[src/rtl/mac_operand_feeder.sv]
// Operand feeder: queues (a,b) pairs and streams one vector of them into a MAC.
// Latency: acc_clr one cycle after start accept; issue registered one cycle after pop; done one cycle after the DONE state.
// Backpressure: in_ready = !full; RUN stalls (zero operands, mac_en=0) while the FIFO is empty.
module mac_operand_feeder #(
  parameter int DEPTH = 4,
  parameter int LEN_W = 8
) (
  input  logic             clk,
  input  logic             rst_n,
  input  logic             in_valid,
  output logic             in_ready,
  input  logic [7:0]       in_a,
  input  logic [7:0]       in_b,
  input  logic             start,
  input  logic [LEN_W-1:0] vec_len,
  input  logic             abort,
  output logic [7:0]       a_out,
  output logic [7:0]       b_out,
  output logic             mac_en,
  output logic             acc_clr,
  output logic             busy,
  output logic             done,
  output logic [LEN_W-1:0] count
);

  localparam int AW = (DEPTH > 1) ? $clog2(DEPTH) : 1;

  typedef enum logic [1:0] {
    S_IDLE  = 2'd0,
    S_CLEAR = 2'd1,
    S_RUN   = 2'd2,
    S_DONE  = 2'd3
  } state_t;

  state_t           r_state;
  state_t           w_state_nxt;

  // Operand-pair storage; {a,b} packed per entry.
  logic [15:0]      r_mem [DEPTH];
  logic [AW-1:0]    r_wr_ptr;
  logic [AW-1:0]    r_rd_ptr;
  logic             r_full;
  logic             r_empty;

  logic [7:0]       r_a;
  logic [7:0]       r_b;
  logic             r_mac_en;
  logic             r_acc_clr;
  logic             r_done;
  logic [LEN_W-1:0] r_remaining;
  logic [LEN_W-1:0] r_count;

  logic             w_push;
  logic             w_pop;
  logic             w_accept;
  logic [AW-1:0]    w_wr_ptr_inc;
  logic [AW-1:0]    w_rd_ptr_inc;
  logic [15:0]      w_head;

  // A push or pop on an aborting edge is dropped: the abort flushes the queue.
  assign w_push       = in_valid && !r_full && !abort;
  assign w_pop        = (r_state == S_RUN) && !r_empty && !abort;
  assign w_accept     = (r_state == S_IDLE) && start && !abort;
  assign w_wr_ptr_inc = r_wr_ptr + 1'b1;
  assign w_rd_ptr_inc = r_rd_ptr + 1'b1;
  assign w_head       = r_mem[r_rd_ptr];

  assign in_ready = !r_full;
  assign busy     = (r_state != S_IDLE);
  assign a_out    = r_a;
  assign b_out    = r_b;
  assign mac_en   = r_mac_en;
  assign acc_clr  = r_acc_clr;
  assign done     = r_done;
  assign count    = r_count;

  // State register.
  always_ff @(posedge clk or negedge rst_n) begin
    if (!rst_n) r_state <= S_IDLE;
    else        r_state <= w_state_nxt;
  end

  // Next-state logic; abort overrides every transition.
  always_comb begin
    w_state_nxt = r_state;
    case (r_state)
      S_IDLE:  if (start) w_state_nxt = (vec_len != '0) ? S_CLEAR : S_DONE;
      S_CLEAR: w_state_nxt = S_RUN;
      S_RUN:   if (w_pop && (r_remaining == LEN_W'(1))) w_state_nxt = S_DONE;
      S_DONE:  w_state_nxt = S_IDLE;
      default: w_state_nxt = S_IDLE;
    endcase
    if (abort) w_state_nxt = S_IDLE;
  end

  // FIFO storage write; contents need no reset since the flags gate reads.
  always_ff @(posedge clk) begin
    if (w_push) r_mem[r_wr_ptr] <= {in_a, in_b};
  end

  // FIFO pointers and flags; simultaneous push and pop leave the flags as they are.
  always_ff @(posedge clk or negedge rst_n) begin
    if (!rst_n) begin
      r_wr_ptr <= '0;
      r_rd_ptr <= '0;
      r_empty  <= 1'b1;
      r_full   <= 1'b0;
    end else if (abort) begin
      r_wr_ptr <= '0;
      r_rd_ptr <= '0;
      r_empty  <= 1'b1;
      r_full   <= 1'b0;
    end else begin
      case ({w_push, w_pop})
        2'b10: begin
          r_wr_ptr <= w_wr_ptr_inc;
          r_empty  <= 1'b0;
          r_full   <= (w_wr_ptr_inc == r_rd_ptr);
        end
        2'b01: begin
          r_rd_ptr <= w_rd_ptr_inc;
          r_full   <= 1'b0;
          r_empty  <= (w_rd_ptr_inc == r_wr_ptr);
        end
        2'b11: begin
          r_wr_ptr <= w_wr_ptr_inc;
          r_rd_ptr <= w_rd_ptr_inc;
        end
        default: ;
      endcase
    end
  end

  // Registered MAC-facing outputs, vector length tracking and issue count.
  always_ff @(posedge clk or negedge rst_n) begin
    if (!rst_n) begin
      r_a         <= '0;
      r_b         <= '0;
      r_mac_en    <= 1'b0;
      r_acc_clr   <= 1'b0;
      r_done      <= 1'b0;
      r_remaining <= '0;
      r_count     <= '0;
    end else begin
      r_mac_en  <= w_pop;
      r_a       <= w_pop ? w_head[15:8] : 8'd0;
      r_b       <= w_pop ? w_head[7:0]  : 8'd0;
      r_acc_clr <= (w_state_nxt == S_CLEAR);
      r_done    <= (r_state == S_DONE) && !abort;
      if (w_accept) begin
        r_remaining <= vec_len;
        r_count     <= '0;
      end else if (w_pop) begin
        r_remaining <= r_remaining - 1'b1;
        r_count     <= r_count + 1'b1;
      end
    end
  end

endmodule

[config.mk]
export PLATFORM = sky130hd
export DESIGN_NAME = mac_operand_feeder
export DESIGN_NICKNAME = d
export VERILOG_FILES = /design/src/rtl/mac_operand_feeder.sv
export SDC_FILE = /design/constraint.sdc
export NUM_CORES = 1
export LEC_CHECK = 0
export CORE_MARGIN = 2
export CORE_UTILIZATION = 30
export DETAILED_ROUTE_END_ITERATION = 7
export GPL_TIMING_DRIVEN = 0
export SLEW_MARGIN = 25
export SYNTH_ARGS = -nofsm -noshare
export SYNTH_HDL_FRONTEND = slang
export SYNTH_SLANG_ARGS = --single-unit
export TNS_END_PERCENT = 10
[constraint.sdc]
create_clock -name clk -period 1.85 [get_ports clk]
set_input_delay 0.2775 -clock clk [delete_from_list [all_inputs] [get_ports clk]]
set_output_delay 0.2775 -clock clk [all_outputs]
set_load 0.03 [all_outputs]
* After elaboration in Yosys (flattened, before gate mapping) *
Memories as Yosys holds them, arrays and structs flattened.
Index checks and enable logic that the tools add are counted.

storage, ports and cells
  memories kept = 1
  bits in writable memories = 64
  register bits after elaboration = 43

memories
  name   depth  width  read ports  clocked after memory_dff  wr ports  RTL line  RTL
  r_mem  4      16     1           0                         1         39        logic [15:0] r_mem [DEPTH];

operators by class
  equality and inequality tests = 10
  reduce and logical (&&, ||, !) cells = 20
  multiplexer cells = 21
  $add $sub $neg = 4

operators with widths
  kind                                              number
  2-to-1 mux 8 bit                                  6
  2-to-1 mux 2 bit                                  8
  adder 8 x 1 -> 8 bit, second input constant       1
  == test 2 bit, second input constant              4
  == test 8 x 1 -> 1 bit, second input constant     1
  logical AND 1 bit                                 8
  one-hot mux 2 bit (4 select lines)                1
  nonzero test 2 bit                                4
  nonzero test 8 bit                                1
  subtractor 8 x 1 -> 8 bit, second input constant  1
  == test 2 x 1 -> 1 bit, second input constant     3
  adder 2 x 1 -> 2 bit, second input constant       2
  == test 2 bit                                     2
  2-to-1 mux 1 bit                                  4
  one-hot mux 1 bit (2 select lines)                2
  OR reduction 2 bit                                2
  logical NOT 1 bit                                 3
  nonzero test 3 bit                                1
  logical NOT 2 bit                                 1

* Depth between registers and ports, before layout *
Gate-level depths: netlist of run 1.

  word-level depth = 8
  gate-level depth with buffers = 8
  gate-level depth less buffers = 6

* Least setup slack after synthesis of run 1 *
Ideal clock, no wire load.

  path kind = flip-flop to flip-flop
  from = register r_state[0]
  to = register r_remaining[4]
  clock period less this slack = 1,613 ps
  data required time = 1,749 ps
  setup time = 101 ps
  data arrival time = 1,512 ps
  cell stages (with the launch flop) = 9
  setup slack = 237 ps
  path through = dfrtp_1 inv_1 ha_1 nor2b_1 buf_2 and3_1 buf_2 nand2_1 o311ai_2

on the way
  longest elaborated chain between the ends = 4

ends and longest elaborated chain
  element                                                                  RTL line  RTL
  start: declaration                                                       35        state_t r_state;
  start signal: assignment                                                 80        else r_state <= w_state_nxt;
  == test 2 bit / logical NOT 2 bit (equally long branches)                62, 63
  logical AND 1 bit (on tied branches) (2 in series)                       62, 63
  nonzero test 2 bit (no line) / 2-to-1 mux 8 bit (equally long branches)  --
  end signal: assignment                                                   151       r_remaining <= vec_len;
  end signal: assignment                                                   154       r_remaining <= r_remaining - 1'b1;
  end: declaration                                                         50        logic [LEN_W-1:0] r_remaining;

Parallel ways exist; a longest one is shown, timed or not.
A chain may end at the register's enable or synchronous reset.

* Worst setup path in the final report of run 1 *
  from = register r_count[3] (netlist: count[3])
  to = output count[3]

RTL lines
  element                   RTL line  RTL
  start: declaration        51        logic [LEN_W-1:0] r_count;
  start signal: assignment  155       r_count <= r_count + 1'b1;
  end: declaration          23        output logic [LEN_W-1:0] count

No word-level cell between the ends.

==> results of run 1 <==
[logic make-up after synthesis]
family | after synthesis
flip-flops | 107
buffers and inverters | 23
adder cells (fa/ha/maj) | 11
AO/OA/AOI/OAI | 32
AND/OR/NAND/NOR | 80
multiplexers | 17
XOR/XNOR | 10
[cells in the mapped netlist, types with 4 or more instances]
| cell type | n |
|---|---|
| ha_1 | 11 |
| and2_1 | 19 |
| and3_1 | 5 |
| edfxtp_1 | 64 |
| nand2_1 | 11 |
| xnor2_1 | 5 |
| nor2b_1 | 6 |
| nor3_1 | 4 |
| mux4_2 | 16 |
| buf_2 | 7 |
| inv_1 | 11 |
| nor2_1 | 14 |
| a21oi_1 | 8 |
| o21ai_0 | 7 |
| xor2_1 | 5 |
| nand3_1 | 4 |
| dfrtp_1 | 42 |
| nand4_1 | 4 |
| a31oi_1 | 4 |
| clkbuf_1 | 4 |
[worst paths after layout]
| check | from | end | slack [ns] | cells past startpoint |
|---|---|---|---|---|
| max in group asynchronous | rst_n | a_out[1] | 0.96 | 2 |
| min reg2reg | r_remaining[7] | r_remaining[7] | 0.51 | 1 |
| max | count[3] | count[3] | 0.08 | 1 |
| max reg2reg | r_state[0] | r_remaining[4] | 0.12 | 8 |
| min | abort | r_state[0] | 0.26 | 2 |
| min in group asynchronous | rst_n | r_remaining[2] | 0.49 | 2 |
[metal layers]
metal | GRT usage, % | up-vias
li1 | - | 1181
met1 | 14.6 | 1290
met2 | 19.0 | 59
met3 | 3.08 | 8
met4 | 3.07 | 0
met5 | 0 | -
[area by class of cell]
type | count | share of cell area, %
sequential | 107 | 54.3
inverter | 11 | 0.747
tap | 184 | 4.17
clock inverter | 5 | 1.27
buffer | 12 | 1.18
multi-input combinational | 150 | 23.7
clock buffer | 11 | 4.21
timing repair buffer | 59 | 10.5
[where the power goes]
part	switching (mW)	internal (mW)	total [mW]
Sequential	0.175	2.74	2.91
Clock	0.876	1.08	1.95
Combinational	0.563	0.480	1.04
Total	1.61	4.30	5.91
[state kept, by name, indices dropped and copies added (netlist names)]
signal,count
b_out,8
count,8
r_empty,1
r_state,2
r_wr_ptr,2
r_rd_ptr,2
a_out,8
done,1
r_mem,64
acc_clr,1
r_full,1
r_remaining,8
mac_en,1
[repair_timing]
| item | 4_1_cts | 5_1_grt |
|---|---|---|
| setup endpoints to repair | 79 | 9 |
| hold buffers | 1 | 0 |
| setup buffers | 0 | 2 |
| resized for setup | 8 | 8 |
| hold endpoints to repair | 42 | 0 |
[per-stage QoR]
stage | setup TNS, ns | hold WS, ns | cell area [um2] | power [mW]
final | 0 | 0.256 | 5530 | 5.91
after global routing | 0 | 0.279 | 5530 | 6.19
after CTS | -0.0116 | 0.255 | 5500 | 5.96
after detailed placement | -35.10 | 0.336 | 5180 | 4.00
after global placement | -68.27 | 0.502 | 5180 | 3.97
after floorplan | 0 | -0.0181 | 4390 | 3.62
==> results.py, run 1 <==
metrics = {
    "status": {
        "status": "finished, final reports clean",
    },
    "job": {
        "maxCapViolCount": 0,
    },
    "critical_path": {
        "path_buf_inv": 1,
        "cp_max_fo": 5,
        "critPathKind": "flip-flop to output port",
        "crit_required_ns": 1.57,
        "path_delay_family": "buffers and inverters",
        "worstPathCellList": "clkdlybuf4s50_1",
        "worstPathArrival_ns": 1.49,
        "cp-end-kind": "output port",
        "cp_slowest_cell": "clkdlybuf4s50_1",
        "critPathMaxStageDelay_ns": 0.71,
        "critPathLaunchType": "flip-flop",
    },
    "power_and_ir_drop": {
        "power_density_mw_per_mm2": 1070,
        "p_leak_nw": 2.06,
        "peakVddDrop_mv": 0.520,
    },
    "timing": {
        "max-slew-margin-rel_pct": 60.4,
        "worst_slack_ns": 0.0804,
        "min_period_ns": 1.77,
        "worstMarginPinSlew_ns": 0.595,
        "rsz0062_at_grt": "no",
        "final_hold_viol_count": 0,
        "fin_crit_sh_pct": 95.7,
        "finalMaxSlewViolations": 0,
        "setup_viol": 0,
        "fmaxAchievable_mhz": 565,
        "finalClockSkew_ns": 0.00825,
    },
    "synth": {
        "synth_largest_area_cell": "edfxtp_1",
        "synth_flop_cell": "edfxtp_1",
        "synthAdderAreaFrac_pct": 3.14,
        "yosysWarnings": 0,
        "synth_edf_count": 64,
        "seq_area_frac_synth_pct": 68.3,
        "async_flop_share_pct": 40.2,
        "synth_area_leaders": "edfxtp_1 44%, dfrtp_1 24%, mux4_2 8.2%",
        "netlist_instances": 280,
        "yosys-mux-area-fraction_pct": 8.47,
        "syn_nets": 320,
        "syn_area_per_cell_um2": 15.7,
        "synth_top_area_share_pct": 43.8,
        "synth-xor-area-share_pct": 2.00,
        "synthDistinctLibCells": 45,
        "synth_compound_area_share_pct": 4.96,
        "synthesis.area_mm2": 0.00439,
        "synth-seq-cells": 107,
        "synthSimpleGateAreaFrac_pct": 10.8,
        "synth_top_family_by_area": "simple AND/OR/NAND/NOR gates",
    },
    "drt": {
        "wl_met3_um": 375,
        "avgViaCountPerCell": 4.71,
        "wl_met2_um": 4230,
        "num_vias": 2538,
        "drt-total-wl_um": 8660,
        "wl_per_cell_um": 16.1,
        "wl_met1_um": 3960,
        "drc": 0,
        "drt_iter0_markers": 189,
        "top_layer": "met4",
        "drtPass1Iterations": 4,
        "ant_nets": 0,
    },
    "clock_tree": {
        "clockBufferDepth": 2,
        "cts.sink_count": 107,
        "clk_latency_ns": 0.34,
        "cts-buffers-inserted": 9,
        "htreeDepth": 3,
        "clkTransAtPathRegs_ns": 0.07,
        "cts_root_buf": "clkbuf_16",
        "cts_tree": "built",
    },
    "place": {
        "dp_cells": 520,
        "dp_hpwl_um": 5650,
        "gp_congestion": 0.790,
        "port-buffer-count": 56,
        "place_ws_ns": -0.543,
    },
    "global_routing": {
        "grt_pass1_wl_um": 13700,
        "first_global_vias": 2564,
        "grt_usage_pct": 11.3,
        "antenna_found_initial": 0,
        "grt_overflow_total": 0,
        "grt_max_degree": 44,
    },
    "cells_and_area": {
        "drive_above_1_share_pct": 16.3,
        "nFillCells": 1399,
        "nNetsFinal": 390,
        "instances_no_fill": 539,
        "final_core_util_pct": 38.3,
        "seq_area_mm2": 0.00300,
        "area_delta_synth_final_pct": 25.9,
        "mostFrequentLayoutCells": "64 x edfxtp_1, 54 x clkdlybuf4s50_1, 42 x dfrtp_1",
        "multi_input_area_mm2": 0.00131,
        "n_antenna_cell": 0,
        "layout_commonest_cell": "edfxtp_1",
    },
    "floorplan": {
        "die_w_um": 125,
        "die_area_mm2": 0.0156,
        "start_util_pct": 30.4,
        "ioPinCount": 58,
        "die_y_um": 125,
        "row_count": 44,
        "coreArea_mm2": 0.0144,
    },
    "min_path": {
        "hold_path.class": "input port to flip-flop",
    },
}
(Power assumes the default switching activity.)
==> inputs of run 2 (changes only) <==
Settings changed: PLACE_DENSITY set to 0.53.
==> run 2 against run 1 <==
Compared with the run above: maximum frequency hardly changed; critical path depth stayed put; routed wire length is 2.0% higher; core utilization is 0.069 points lower; setup slack worse by 0.0012 ns; global-route usage is 0.86 points higher; count of clock-buffer cells in the layout is 1 lower; non-clock buffer count is 2 lower; first-iteration DRC count is 1.6% lower; design area is 0.18% lower; sequential power hardly changed; highest routed layer unchanged; largest power group unchanged.
==> results.py, run 2 (synthesized netlist as in run 1, its figures left out) <==
metrics = {
    "drt": {
        "drc": 0,
        "drt-total-wl_um": 8830,
        "drt_iter0_markers": 186,
        "drtPass1Iterations": 4,
        "wl_met1_um": 4010,
        "top_layer": "met4",
        "wl_met3_um": 459,
        "wl_met2_um": 4140,
        "avgViaCountPerCell": 4.65,
        "num_vias": 2495,
        "ant_nets": 0,
        "wl_per_cell_um": 16.4,
    },
    "critical_path": {
        "critPathMaxStageDelay_ns": 0.72,
        "worstPathCellList": "clkdlybuf4s50_1",
        "cp_slowest_cell": "clkdlybuf4s50_1",
        "path_buf_inv": 1,
        "critPathKind": "flip-flop to output port",
        "crit_required_ns": 1.57,
        "critPathLaunchType": "flip-flop",
        "cp_max_fo": 5,
        "path_delay_family": "buffers and inverters",
        "cp-end-kind": "output port",
        "worstPathArrival_ns": 1.49,
    },
    "global_routing": {
        "first_global_vias": 2669,
        "grt_pass1_wl_um": 14600,
        "grt_usage_pct": 12.2,
        "grt_max_degree": 44,
        "antenna_found_initial": 0,
        "grt_overflow_total": 0,
    },
    "floorplan": {
        "start_util_pct": 30.4,
        "coreArea_mm2": 0.0144,
        "die_y_um": 125,
        "ioPinCount": 58,
        "die_w_um": 125,
        "row_count": 44,
        "die_area_mm2": 0.0156,
    },
    "clock_tree": {
        "clockBufferDepth": 2,
        "cts-buffers-inserted": 9,
        "htreeDepth": 3,
        "cts_tree": "built",
        "cts.sink_count": 107,
        "postCtsSetupBuffers": 0,
        "cts_root_buf": "clkbuf_16",
        "clk_latency_ns": 0.35,
        "clkTransAtPathRegs_ns": 0.07,
    },
    "timing": {
        "setup_tns_ns": 0,
        "worst_slack_ns": 0.0792,
        "fin_crit_sh_pct": 95.7,
        "hold_ws_ns": 0.249,
        "finalClockSkew_ns": 0.00763,
        "min_period_ns": 1.77,
        "fmaxAchievable_mhz": 565,
        "final_hold_viol_count": 0,
        "finalMaxSlewViolations": 0,
        "setup_viol": 0,
        "max-slew-margin-rel_pct": 59.7,
        "worstMarginPinSlew_ns": 0.604,
        "rsz0062_at_grt": "yes",
    },
    "cells_and_area": {
        "n_antenna_cell": 0,
        "final_core_util_pct": 38.2,
        "nFillCells": 1378,
        "nNetsFinal": 388,
        "largest_register": "r_mem",
        "largest_reg_flops": 64,
        "mostFrequentLayoutCells": "64 x edfxtp_1, 53 x clkdlybuf4s50_1, 42 x dfrtp_1",
        "instances_no_fill": 537,
        "layout_commonest_cell": "edfxtp_1",
        "drive_above_1_share_pct": 15.6,
        "area_delta_synth_final_pct": 25.7,
    },
    "power_and_ir_drop": {
        "p_leak_nw": 2.07,
        "pwr-share-comb_pct": 17.7,
        "peakVddDrop_mv": 0.667,
        "power_density_mw_per_mm2": 1070,
        "switching_share_pct": 27.1,
        "pwr-share-clk_pct": 32.8,
        "seq_power_share_pct": 49.5,
        "p_switching_mw": 1.59,
        "p_int_mw": 4.29,
    },
    "place": {
        "port-buffer-count": 56,
        "place_ws_ns": -0.616,
        "dp_hpwl_um": 5700,
        "gp_congestion": 0.838,
        "dp_cells": 520,
    },
    "min_path": {
        "hold_path.class": "input port to flip-flop",
    },
    "job": {
        "maxCapViolCount": 0,
    },
    "status": {
        "status": "finished, final reports clean",
    },
}
run 2: metal layers:
layer / global-route usage, % / up-vias
met1: 16.0 / 1240
met4: 4.90 / 0
met3: 3.94 / 16
li1: - / 1175
met5: 0 / -
met2: 18.8 / 64
run 2: cell type report:
cell class / instances / area (um2) / area share (%)
Buffer: 12 / 67.6 / 1.22
Multi-Input combinational cell: 150 / 1310 / 23.7
Inverter: 11 / 41.3 / 0.748
Clock inverter: 6 / 73.8 / 1.34
Tap cell: 184 / 230 / 4.17
Sequential cell: 107 / 3000 / 54.4
Timing Repair Buffer: 57 / 566 / 10.3
Clock buffer: 10 / 229 / 4.15
run 2: path summary, 6_finish.rpt:
path                                 from             end  slack [ns]  depth (start not counted)
setup / recovery                 count[3]        count[3]        0.08                          1
hold / removal                      abort      r_state[0]        0.25                          2
setup reg to reg                   r_full     r_mem[3][0]        0.14                          3
hold reg to reg            r_remaining[7]  r_remaining[7]        0.51                          1
max in group asynchronous           rst_n        a_out[4]        0.95                          2
min in group asynchronous           rst_n          mac_en        0.50                          2
run 2: stage by stage:
step	power (mW)	instance area, um2
finish	5.88	5520
global route	6.18	5520
CTS	5.95	5500
detailed placement	4.00	5180
global placement	3.98	5180
floorplan	3.62	4390
run 2: timing repair:
item	in CTS	in global routing
endpoints found under the hold margin	42	0
gates cloned	0	0
pin swaps	0	0
hold buffers	1	0
endpoints found under the setup margin	77	10
gates resized for setup	8	11
run 2: power groups by stage:
| stage | Clock, mW | Combinational, mW | Sequential [mW] |
|---|---|---|---|
| floorplan | 0 | 0.635 | 2.99 |
| global placement | 0 | 1.02 | 2.95 |
| detailed placement | 0 | 1.04 | 2.95 |
| CTS | 2.00 | 1.04 | 2.91 |
| global route | 2.09 | 1.15 | 2.94 |
| finish | 1.93 | 1.04 | 2.91 |
